## config.mk

```make
export PLATFORM = sky130hd
export DESIGN_NAME = aes_uart_framer_flat
export DESIGN_NICKNAME = d
export VERILOG_FILES = /design/src/rtl/aes_uart_framer_if.sv /design/src/rtl/aes_uart_framer.sv /design/src/flat_wrapper.sv
export SDC_FILE = /design/constraint.sdc
export NUM_CORES = 1
export LEC_CHECK = 0
export CAP_MARGIN = 15
export CORE_AREA = 2 2 140 142
export CTS_BUF_LIST = sky130_fd_sc_hd__clkbuf_16
export DETAILED_ROUTE_END_ITERATION = 8
export DIE_AREA = 0 0 142 144
export PLACE_DENSITY = 0.8
export SETUP_SLACK_MARGIN = 0.5
export SLEW_MARGIN = 20
export SYNTH_ARGS = -nofsm -noshare
export SYNTH_HDL_FRONTEND = slang
export SYNTH_SLANG_ARGS = --single-unit
```

## constraint.sdc

```tcl
create_clock -name clock -period 2.9 [get_ports clock]
set_input_delay 0.435 -clock clock [delete_from_list [all_inputs] [get_ports clock]]
set_output_delay 0.435 -clock clock [all_outputs]
set_load 0.02 [all_outputs]
```

## src/rtl/aes_uart_framer_if.sv

```systemverilog
// Byte-stream and AES-core signals of the framer. The framer takes the master side;
// the UART and the AES core sit on the slave side.
interface aes_uart_framer_if #(
  parameter int BLOCK_BYTES = 16
);
  localparam int BLOCK_BITS = 8 * BLOCK_BYTES;

  logic                  rx_ready;
  logic [7:0]            rx_data;
  logic                  rx_clear;
  logic                  tx_busy;
  logic                  tx_begin;
  logic [7:0]            tx_data;
  logic                  aes_start;
  logic                  aes_enc_dec;
  logic [2:0]            aes_key_size;
  logic [BLOCK_BITS-1:0] aes_message_in;
  logic                  aes_done;
  logic [BLOCK_BITS-1:0] aes_message_out;

  modport master (
    input  rx_ready, rx_data, tx_busy, aes_done, aes_message_out,
    output rx_clear, tx_begin, tx_data, aes_start, aes_enc_dec, aes_key_size, aes_message_in
  );

  modport slave (
    output rx_ready, rx_data, tx_busy, aes_done, aes_message_out,
    input  rx_clear, tx_begin, tx_data, aes_start, aes_enc_dec, aes_key_size, aes_message_in
  );
endinterface

```

## src/rtl/aes_uart_framer.sv

```systemverilog
// Frames a command byte plus BLOCK_BYTES payload bytes from the UART into one AES
// block and streams a status byte plus the AES result back out.
module aes_uart_framer #(
  parameter int         BLOCK_BYTES = 16,
  parameter int         RX_TIMEOUT  = 1000000,
  parameter int         AES_TIMEOUT = 4096,
  parameter logic [7:0] STATUS_OK   = 8'h5A,
  parameter logic [7:0] STATUS_ERR  = 8'hEE
) (
  input  logic              clock,
  input  logic              reset,
  aes_uart_framer_if.master bus,
  output logic              busy,
  output logic              frame_error
);
  localparam int BLOCK_BITS  = 8 * BLOCK_BYTES;
  localparam int COUNT_W     = $clog2(BLOCK_BYTES + 1);
  localparam int TIMEOUT_MAX = (RX_TIMEOUT > AES_TIMEOUT) ? RX_TIMEOUT : AES_TIMEOUT;
  localparam int TIMER_W     = $clog2(TIMEOUT_MAX + 1);
  localparam logic [COUNT_W-1:0] LAST_SLOT = COUNT_W'(BLOCK_BYTES - 1);
  localparam logic [TIMER_W-1:0] RX_LIMIT  = TIMER_W'(RX_TIMEOUT - 1);
  localparam logic [TIMER_W-1:0] AES_LIMIT = TIMER_W'(AES_TIMEOUT - 1);

  typedef enum logic [3:0] {
    IDLE, CMD_ACK, RX_WAIT, RX_ACK, AES_GO, AES_WAIT, TX_WAIT, TX_LOAD, TX_CHECK, ERR
  } stateType;

  typedef enum logic [1:0] {PHASE_STATUS, PHASE_DATA, PHASE_ERROR} phaseType;

  stateType             state;
  phaseType             phase;
  logic [7:0]           command;
  logic [COUNT_W-1:0]   byteCount;
  logic [TIMER_W-1:0]   timer;

  // NOTE: non-blocking assignments throughout, so every branch sees pre-edge state.
  always_ff @(posedge clock) begin
    if (reset) begin
      state              <= IDLE;
      phase              <= PHASE_STATUS;
      command            <= '0;
      byteCount          <= '0;
      timer              <= '0;
      busy               <= 1'b0;
      frame_error        <= 1'b0;
      bus.rx_clear       <= 1'b0;
      bus.tx_begin       <= 1'b0;
      bus.tx_data        <= '0;
      bus.aes_start      <= 1'b0;
      bus.aes_enc_dec    <= 1'b0;
      bus.aes_key_size   <= '0;
      // NOTE: the payload lives in flops, not RAM, so it is reset with everything else.
      bus.aes_message_in <= '0;
    end else begin
      bus.rx_clear  <= 1'b0;
      bus.aes_start <= 1'b0;
      frame_error   <= 1'b0;
      case (state)
        IDLE: if (bus.rx_ready) begin
          command      <= bus.rx_data;
          bus.rx_clear <= 1'b1;
          busy         <= 1'b1;
          state        <= CMD_ACK;
        end
        CMD_ACK: if (command[7:4] == 4'hA) begin
          bus.aes_enc_dec  <= command[0];
          bus.aes_key_size <= command[3:1];
          byteCount        <= '0;
          timer            <= '0;
          state            <= RX_WAIT;
        end else begin
          frame_error <= 1'b1;
          state       <= ERR;
        end
        RX_WAIT: if (bus.rx_ready) begin
          bus.aes_message_in[BLOCK_BITS-1-8*int'(byteCount) -: 8] <= bus.rx_data;
          bus.rx_clear <= 1'b1;
          state        <= RX_ACK;
        end else if (timer == RX_LIMIT) begin
          frame_error <= 1'b1;
          state       <= ERR;
        end else begin
          timer <= timer + 1'b1;
        end
        RX_ACK: begin
          timer <= '0;
          if (byteCount == LAST_SLOT) begin
            byteCount <= '0;
            state     <= AES_GO;
          end else begin
            byteCount <= byteCount + 1'b1;
            state     <= RX_WAIT;
          end
        end
        AES_GO: begin
          bus.aes_start <= 1'b1;
          timer         <= '0;
          state         <= AES_WAIT;
        end
        // aes_done may still hold the previous block's result during the start pulse.
        AES_WAIT: if (!bus.aes_start && bus.aes_done) begin
          bus.tx_data  <= STATUS_OK;
          bus.tx_begin <= 1'b1;
          phase        <= PHASE_STATUS;
          state        <= TX_LOAD;
        end else if (timer == AES_LIMIT) begin
          frame_error <= 1'b1;
          state       <= ERR;
        end else begin
          timer <= timer + 1'b1;
        end
        TX_WAIT: if (!bus.tx_busy) begin
          bus.tx_data  <= bus.aes_message_out[BLOCK_BITS-1-8*int'(byteCount) -: 8];
          bus.tx_begin <= 1'b1;
          state        <= TX_LOAD;
        end
        TX_LOAD: begin
          bus.tx_begin <= 1'b1;
          state        <= TX_CHECK;
        end
        TX_CHECK: if (bus.tx_busy) begin
          bus.tx_begin <= 1'b0;
          if (phase == PHASE_STATUS) begin
            phase     <= PHASE_DATA;
            byteCount <= '0;
            state     <= TX_WAIT;
          end else if (phase == PHASE_ERROR || byteCount == LAST_SLOT) begin
            byteCount <= '0;
            busy      <= 1'b0;
            state     <= IDLE;
          end else begin
            byteCount <= byteCount + 1'b1;
            state     <= TX_WAIT;
          end
        end
        ERR: if (!bus.tx_busy) begin
          bus.tx_data  <= STATUS_ERR;
          bus.tx_begin <= 1'b1;
          phase        <= PHASE_ERROR;
          state        <= TX_LOAD;
        end
        default: begin
          busy  <= 1'b0;
          state <= IDLE;
        end
      endcase
    end
  end
endmodule
```

## src/flat_wrapper.sv

```systemverilog
// flat-port wrapper written by rule: the top's interface ports become plain ports
module aes_uart_framer_flat 
#(
  parameter int         BLOCK_BYTES = 16,
  parameter int         RX_TIMEOUT  = 1000000,
  parameter int         AES_TIMEOUT = 4096,
  parameter logic [7:0] STATUS_OK   = 8'h5A,
  parameter logic [7:0] STATUS_ERR  = 8'hEE
)
  (clock, reset, busy, frame_error, bus_rx_ready, bus_rx_data, bus_tx_busy, bus_aes_done, bus_aes_message_out, bus_rx_clear, bus_tx_begin, bus_tx_data, bus_aes_start, bus_aes_enc_dec, bus_aes_key_size, bus_aes_message_in);
  aes_uart_framer_if #(.BLOCK_BYTES(BLOCK_BYTES)) bus_i ();
  input  logic clock;
  input  logic reset;
  output logic busy;
  output logic frame_error;
  input wire logic [$bits(bus_i.rx_ready)-1:0] bus_rx_ready;
  input wire logic [$bits(bus_i.rx_data)-1:0] bus_rx_data;
  input wire logic [$bits(bus_i.tx_busy)-1:0] bus_tx_busy;
  input wire logic [$bits(bus_i.aes_done)-1:0] bus_aes_done;
  input wire logic [$bits(bus_i.aes_message_out)-1:0] bus_aes_message_out;
  output wire logic [$bits(bus_i.rx_clear)-1:0] bus_rx_clear;
  output wire logic [$bits(bus_i.tx_begin)-1:0] bus_tx_begin;
  output wire logic [$bits(bus_i.tx_data)-1:0] bus_tx_data;
  output wire logic [$bits(bus_i.aes_start)-1:0] bus_aes_start;
  output wire logic [$bits(bus_i.aes_enc_dec)-1:0] bus_aes_enc_dec;
  output wire logic [$bits(bus_i.aes_key_size)-1:0] bus_aes_key_size;
  output wire logic [$bits(bus_i.aes_message_in)-1:0] bus_aes_message_in;
  assign bus_i.rx_ready = bus_rx_ready;
  assign bus_i.rx_data = bus_rx_data;
  assign bus_i.tx_busy = bus_tx_busy;
  assign bus_i.aes_done = bus_aes_done;
  assign bus_i.aes_message_out = bus_aes_message_out;
  assign bus_rx_clear = bus_i.rx_clear;
  assign bus_tx_begin = bus_i.tx_begin;
  assign bus_tx_data = bus_i.tx_data;
  assign bus_aes_start = bus_i.aes_start;
  assign bus_aes_enc_dec = bus_i.aes_enc_dec;
  assign bus_aes_key_size = bus_i.aes_key_size;
  assign bus_aes_message_in = bus_i.aes_message_in;
  aes_uart_framer #(.BLOCK_BYTES(BLOCK_BYTES), .RX_TIMEOUT(RX_TIMEOUT), .AES_TIMEOUT(AES_TIMEOUT), .STATUS_OK(STATUS_OK), .STATUS_ERR(STATUS_ERR)) u_core (.clock(clock), .reset(reset), .bus(bus_i), .busy(busy), .frame_error(frame_error));
endmodule
```

Yosys cells after proc, flatten, opt, wreduce, memory -nomap -nowiden. Index checks and enable logic that the tools add are counted.

Register bits after elaboration: 184. Input port bits: 141. Output and inout port bits: 145. Logic and storage cells: 129.

Add/subtract/negate cells: 4. Eq/ne operators: 30. Shift operators: 3. Mux-type cells: 51. Bitwise operators: 2. Reduce and logical (&&, ||, !) cells: 25.

Operators with widths (number): $shift 8x33->135 const A (1); $shiftx 135x32->8 (1); $shiftx 8x33->135 (1); $bwmux 128 (1); $mux 20 (5); $pmux 20 s4 (1); $mux 4 (9); $pmux 4 s9 (1); $neg 32->33 (1); $mux 5 (5); $mux 8 (3); $pmux 8 s3 (1); $add 20x1->20 const B (1); $eq 20x12->1 const B (1); $eq 20x20->1 const B (1); $ne 2x2->1 const B (10); $eq 4x3->1 const B (4); $pmux 5 s3 (1); $reduce_and 5->1 (3); $mux 1 (14); $eq 4x4->1 const B (3); $reduce_bool 3->1 (3); $sub 7x8->9 const A (1); $eq 4x2->1 const B (2); other kinds (25) (41).

Logic depth before layout (Yosys ltp).
Depth after elaboration: 6. Depth in mapped cells: 10. Depth with buffers taken out: 8.

Worst setup path after synthesis. OpenSTA, ideal clock, no wires.

Path kind: register to register. Start: reg u_core.byteCount[2]. End: reg u_core.state[1]. Library setup time: 0.140 ns. Data arrival time: 2.037 ns. Required time: 2.760 ns. Slack: 0.723 ns. Cell stages (with the launch flop): 11. Path buffers: 3. Period minus slack after synthesis: 2.177 ns. Cells stage by stage: dfxtp_1 buf_2 clkbuf_1 clkbuf_1 and3_1 ha_1 mux2i_1 o211ai_1 o311ai_0 nor2_1 a211oi_1.

Longest elaborated chain between the ends: 6. Elaborated cells between the ends (all ways): 7. Classes of those cells: 1 x eq/ne; 5 x mux; 1 x reduce/logical.

RTL lines: start, declared (RTL line aes_uart_framer.sv:33) `logic [COUNT_W-1:0] byteCount;`; start signal, assigned (RTL line aes_uart_framer.sv:91) `byteCount <= byteCount + 1'b1;`; start signal, assigned (RTL line aes_uart_framer.sv:132) `byteCount <= byteCount + 1'b1;`; $eq 5x4->1 * (RTL line aes_uart_framer.sv:87, aes_uart_framer.sv:127); $logic_or 1x1->1 (RTL line aes_uart_framer.sv:127) `end else if (phase == PHASE_ERROR || byteCount == LAST_SLOT) begin`; $mux 3 (RTL line aes_uart_framer.sv:127); $mux 4 (RTL line aes_uart_framer.sv:123) `if (phase == PHASE_STATUS) begin`; $mux 4 (RTL line aes_uart_framer.sv:121) `TX_CHECK: if (bus.tx_busy) begin`; $pmux 4 s9 * (RTL line aes_uart_framer.sv:58) `case (state)`; end signal, assigned (RTL line aes_uart_framer.sv:63) `state <= CMD_ACK;`; end signal, assigned (RTL line aes_uart_framer.sv:126) `state <= TX_WAIT;`; end signal, assigned (RTL line aes_uart_framer.sv:130) `state <= IDLE;`; end, declared (RTL line aes_uart_framer.sv:30) `stateType state;`.

Every way passes the cells marked *; elsewhere a longest branch is shown, timed or not. The select of a mux whose other input is x is not followed. A chain may end at the register's enable or synchronous reset.

Worst setup path after layout.
Start: reg u_core.state[1]. End: reg u_core.bus.aes_message_in[119].

Longest elaborated chain between the ends: 2.

RTL lines: start signal, assigned (RTL line aes_uart_framer.sv:39) `state <= IDLE;`; start signal, assigned (RTL line aes_uart_framer.sv:63); start signal, assigned (RTL line aes_uart_framer.sv:70) `state <= RX_WAIT;`; $eq 4x2->1 (RTL line aes_uart_framer.sv:58); $reduce_and 2->1 (no source line); end signal, assigned by index (RTL line aes_uart_framer.sv:76) `bus.aes_message_in[BLOCK_BITS-1-8*int'(byteCount) -: 8] <= bus.rx_data;`; end, declared (RTL line aes_uart_framer_if.sv:23) `output rx_clear, tx_begin, tx_data, aes_start, aes_enc_dec, aes_key_size, aes_message_in`.

Every way passes these cells.

==> run_results.csv <==
group,metric,value,unit
timing,final.setup_skew,17.5,ps
run,drv.max_cap_violation_count,0,
layout,layout.cell_area.non_filler,0.0125,mm2
worst_setup_path,crit-reg2reg-launch,"u_core.state[1]$_SDFFE_PP0P_",
timing,rsz0062_at_grt,"false",
worst_setup_path,setup.worst_path.start_class,"flip-flop",
route,dr_total_vias,8296,
layout,fillerInstances,1559,
pwr,power.share.sequential,41.1,%
timing,finalSetupTns,0,ps
worst_setup_path,crit_required,3210,ps
layout,area.sequential,0.00369,mm2
worst_setup_path,worst-setup-path-type,"reg2reg",
pwr,power.switching,2.18,mW
cts,cts-root-to-sink-buffers,2,
cts,buffer_type_at_the_clock_tree_root,"clkbuf_16",
timing,hold_viol,0,
route,drt_iter0_markers,582,
cts,cts.clk_slew.worst_paths,70,ps
worst_setup_path,setup.worst_path.end_class,"flip-flop",
status,run_status,"completed",
logic_synthesis,post_synth.cell_area_avg,8.92,um2
worst_setup_path,critical-path-slowest-cell,"or3_1",
logic_synthesis,yosys.cell_count.top_type,"dfxtp_1",
route,routed_wirelength,27900,um
global_route,grt_max_degree,104,
logic_synthesis,synth.area.top_cells,"dfxtp_1 (42%), mux2i_1 (15%), nor2_1 (7.0%)",
min_path,worst_hold_path.num_cells,2,
die,die_area,0.0204,mm2
timing,period_needed,2250,ps
cts,clk_latency,440,ps
layout,areaGrowthSynthToFinish,42.8,%
die,num_rows,51,
global_route,grt.overflow.total,0,
global_route,globalRouteTotalUtil,27.1,%
route,first_pass_iters,6,
cts,cts.htree.levels,4,
global_route,initial_antenna_violation_count,1,
timing,timing.final.setup_violations,0,
worst_setup_path,critical-path-top-delay-family,"simple AND/OR/NAND/NOR gates",
cts,tritoncts,"yes",
logic_synthesis,share_of_the_synthesized_area_in_the_top_cell_type,42.1,%
die,die_height,144,um
placement,gpl.final_weighted_congestion,0.902,
worst_setup_path,reg2reg_depth,6,
logic_synthesis,synth_async_sr_flop_share,0,%
min_path,holdCritPathClass,"reg2reg",
global_route,grt_pass1_vias,7981,
pwr,power.ir.vdd_worst,0.000390,V
layout,diodes,0,
route,drc_violations_left,0,
worst_setup_path,worst-endpoint-arrival,2550,ps
placement,placed_cell_area,0.0119,mm2
logic_synthesis,synthesis.instances,981,
min_path,hold_path_end,"u_core.command[4]$_SDFFE_PP0P_",
logic_synthesis,synth_common_cells,"dfxtp_1 (184), nor2_1 (163), mux2i_1 (129), clkbuf_1 (64), a21oi_1 (60)",
global_route,grt_pass1_wl,43400,um
logic_synthesis,synth_edf_count,0,
pwr,power_leakage,4.57,nW
die,start_util,45.9,%
logic_synthesis,netlist.top_cell.by_area,"dfxtp_1",
timing,max_clock_freq,445,MHz
layout,multi_input_comb_area,0.00470,mm2
timing,share_of_the_clock_period_used_by_the_worst_path,77.5,%
worst_setup_path,cp_cell_sequence,"nor2b_4, nand3_2, or3b_4, or3_1, mux2i_1, nor2_1",
timing,least_margin_pin_slew,1010,ps
placement,io_buffer_count,285,
cts,numClockSinks,184,
worst_setup_path,worst-path-max-fanout,8,
worst_setup_path,regToRegSetupSlack,650,ps
route,drtAntennaViolNets,0,
route,dr_wl_cell,18.7,um
pwr,pwr-share-comb,24.1,%
worst_setup_path,crit_path_start,"u_core.state[1]$_SDFFE_PP0P_",
timing,timing.max_slew.rel_slack,32.2,%
logic_synthesis,yosysUniqueCellTypes,61,
placement,dp_hpwl,19800,um
pwr,clock_power_share,34.8,%
cts,cts_inserted_buffers,17,
logic_synthesis,postSynthRegisterBits,184,
timing,finalMaxSlewViolations,0,
worst_setup_path,r2r_endpoint,"u_core.bus.aes_message_in[119]$_SDFFE_PP0P_",
pwr,swShare,32.6,%
logic_synthesis,sequential_area_share_after_synthesis,42.1,%
worst_setup_path,critical_path_buf_inv_count,0,
pwr,p_int,4.50,mW
pwr,total_power_per_unit_cell_area,535,mW/mm2
min_path,min-delay-start,"u_core.command[4]$_SDFFE_PP0P_",
logic_synthesis,ys.warnings.count,0,
layout,num-nets-final,1384,
die,io_pins,286,
layout,final_layout_size_suffix_gt1_share,10.3,%
die,floorplan.die.width,142,um
worst_setup_path,slowest_delay,520,ps
route,route.detailed.vias_per_inst,5.57,
logic_synthesis,synth.cell_area,0.00875,mm2
logic_synthesis,postSynthNetCount,1127,
logic_synthesis,synth-main-ff-cell,"dfxtp_1",
die,core-area,0.0191,mm2
power by group through the flow:
stage	Combinational [mW]	Sequential (mW)	Clock [mW]
detailed placement	1.57	2.80	0
CTS	1.58	2.74	2.36
finish	1.61	2.75	2.32
floorplan	0.964	2.80	0
global placement	1.56	2.80	0
global route	1.77	2.76	2.47
how the worst max path moves through the flow:
stage	end	cells after the start
2_1_floorplan	u_core.state[1]$_SDFFE_PP0P_	10
3_3_place_gp	u_core.bus.aes_message_in[112]$_SDFFE_PP0P_	7
3_5_place_dp	u_core.bus.aes_message_in[117]$_SDFFE_PP0P_	7
4_1_cts	u_core.state[1]$_SDFFE_PP0P_	6
5_1_grt	u_core.frame_error$_SDFF_PP0_	6
6_report	u_core.bus.aes_message_in[119]$_SDFFE_PP0P_	6
cell type report:
| class | count | area share, % |
|---|---|---|
| clock buffers | 17 | 3.40 |
| clock inverters | 15 | 1.42 |
| inverters | 11 | 0.330 |
| multi-input cells | 702 | 37.6 |
| flip-flops and latches | 184 | 29.5 |
| well taps | 238 | 2.38 |
| repair buffers | 322 | 25.3 |
per-layer routing:
metal	share of wire [%]	track usage [%]	up-vias	wire length, um
li1	-	-	3998	-
met1	43	35.9	3930	12100
met2	46	42.1	321	12700
met3	8.9	10.0	45	2470
met4	1.9	7.00	2	541
met5	0.047	0	-	13
what timing repair did:
action,CTS,global route
endpoints found under the setup margin,0,20
hold buffers,0,0
gates resized for setup,0,4
setup buffers,0,1
logic make-up after synthesis:
group / count (synthesis) / synth area share (%)
and+or+nand+nor: 338 / 18.8
AOI/OAI and AO/OA: 190 / 13.5
DFF: 184 / 42.1
muxes: 162 / 19.8
buffers and inverters: 95 / 4.39
xor gates and xnor gates: 7 / 0.701
adders and majority gates: 5 / 0.715
worst register-to-register path, stage by stage (launching register included):
cell,delay [ps]
dfxtp_1,450
nor2b_4,300
nand3_2,110
or3b_4,440
or3_1,520
mux2i_1,230
nor2_1,70
placed cells by master, fill, tap and decap left out, types with 17 or more instances in the layout:
master / instances
buf_4: 35
dfxtp_1: 182
nand3_1: 28
o21ai_0: 42
clkdlybuf4s50_1: 284
mux2_2: 27
clkbuf_16: 17
nand2_1: 56
a21oi_1: 60
nor2_1: 163
mux2i_1: 129
a22oi_1: 29
sequential cells by signal (all words and copies together), names as in the netlist, 2 cells and up:
name and flops:
u_core.command 8, u_core.bus.aes_key_size 3, u_core.bus.tx_data 8, u_core.phase 2
u_core.state 4, u_core.bus.aes_message_in 128, u_core.timer 20, u_core.byteCount 5
metrics by stage:
| step | worst slack (ps) | hold WS (ps) | instances | util (%) | power [mW] |
|---|---|---|---|---|---|
| final | 652 | 454 | 1489 | 65.5 | 6.68 |
| after detailed placement | 250 | 445 | 1456 | 62.2 | 4.37 |
| after global placement | 288 | 440 | 1456 | 62.2 | 4.36 |
| after CTS | 548 | 456 | 1488 | 65.4 | 6.68 |
| after floorplan | 723 | 432 | 981 | - | 3.76 |
| after global routing | 503 | 469 | 1489 | 65.5 | 7.01 |
(Power assumes the default switching activity.)
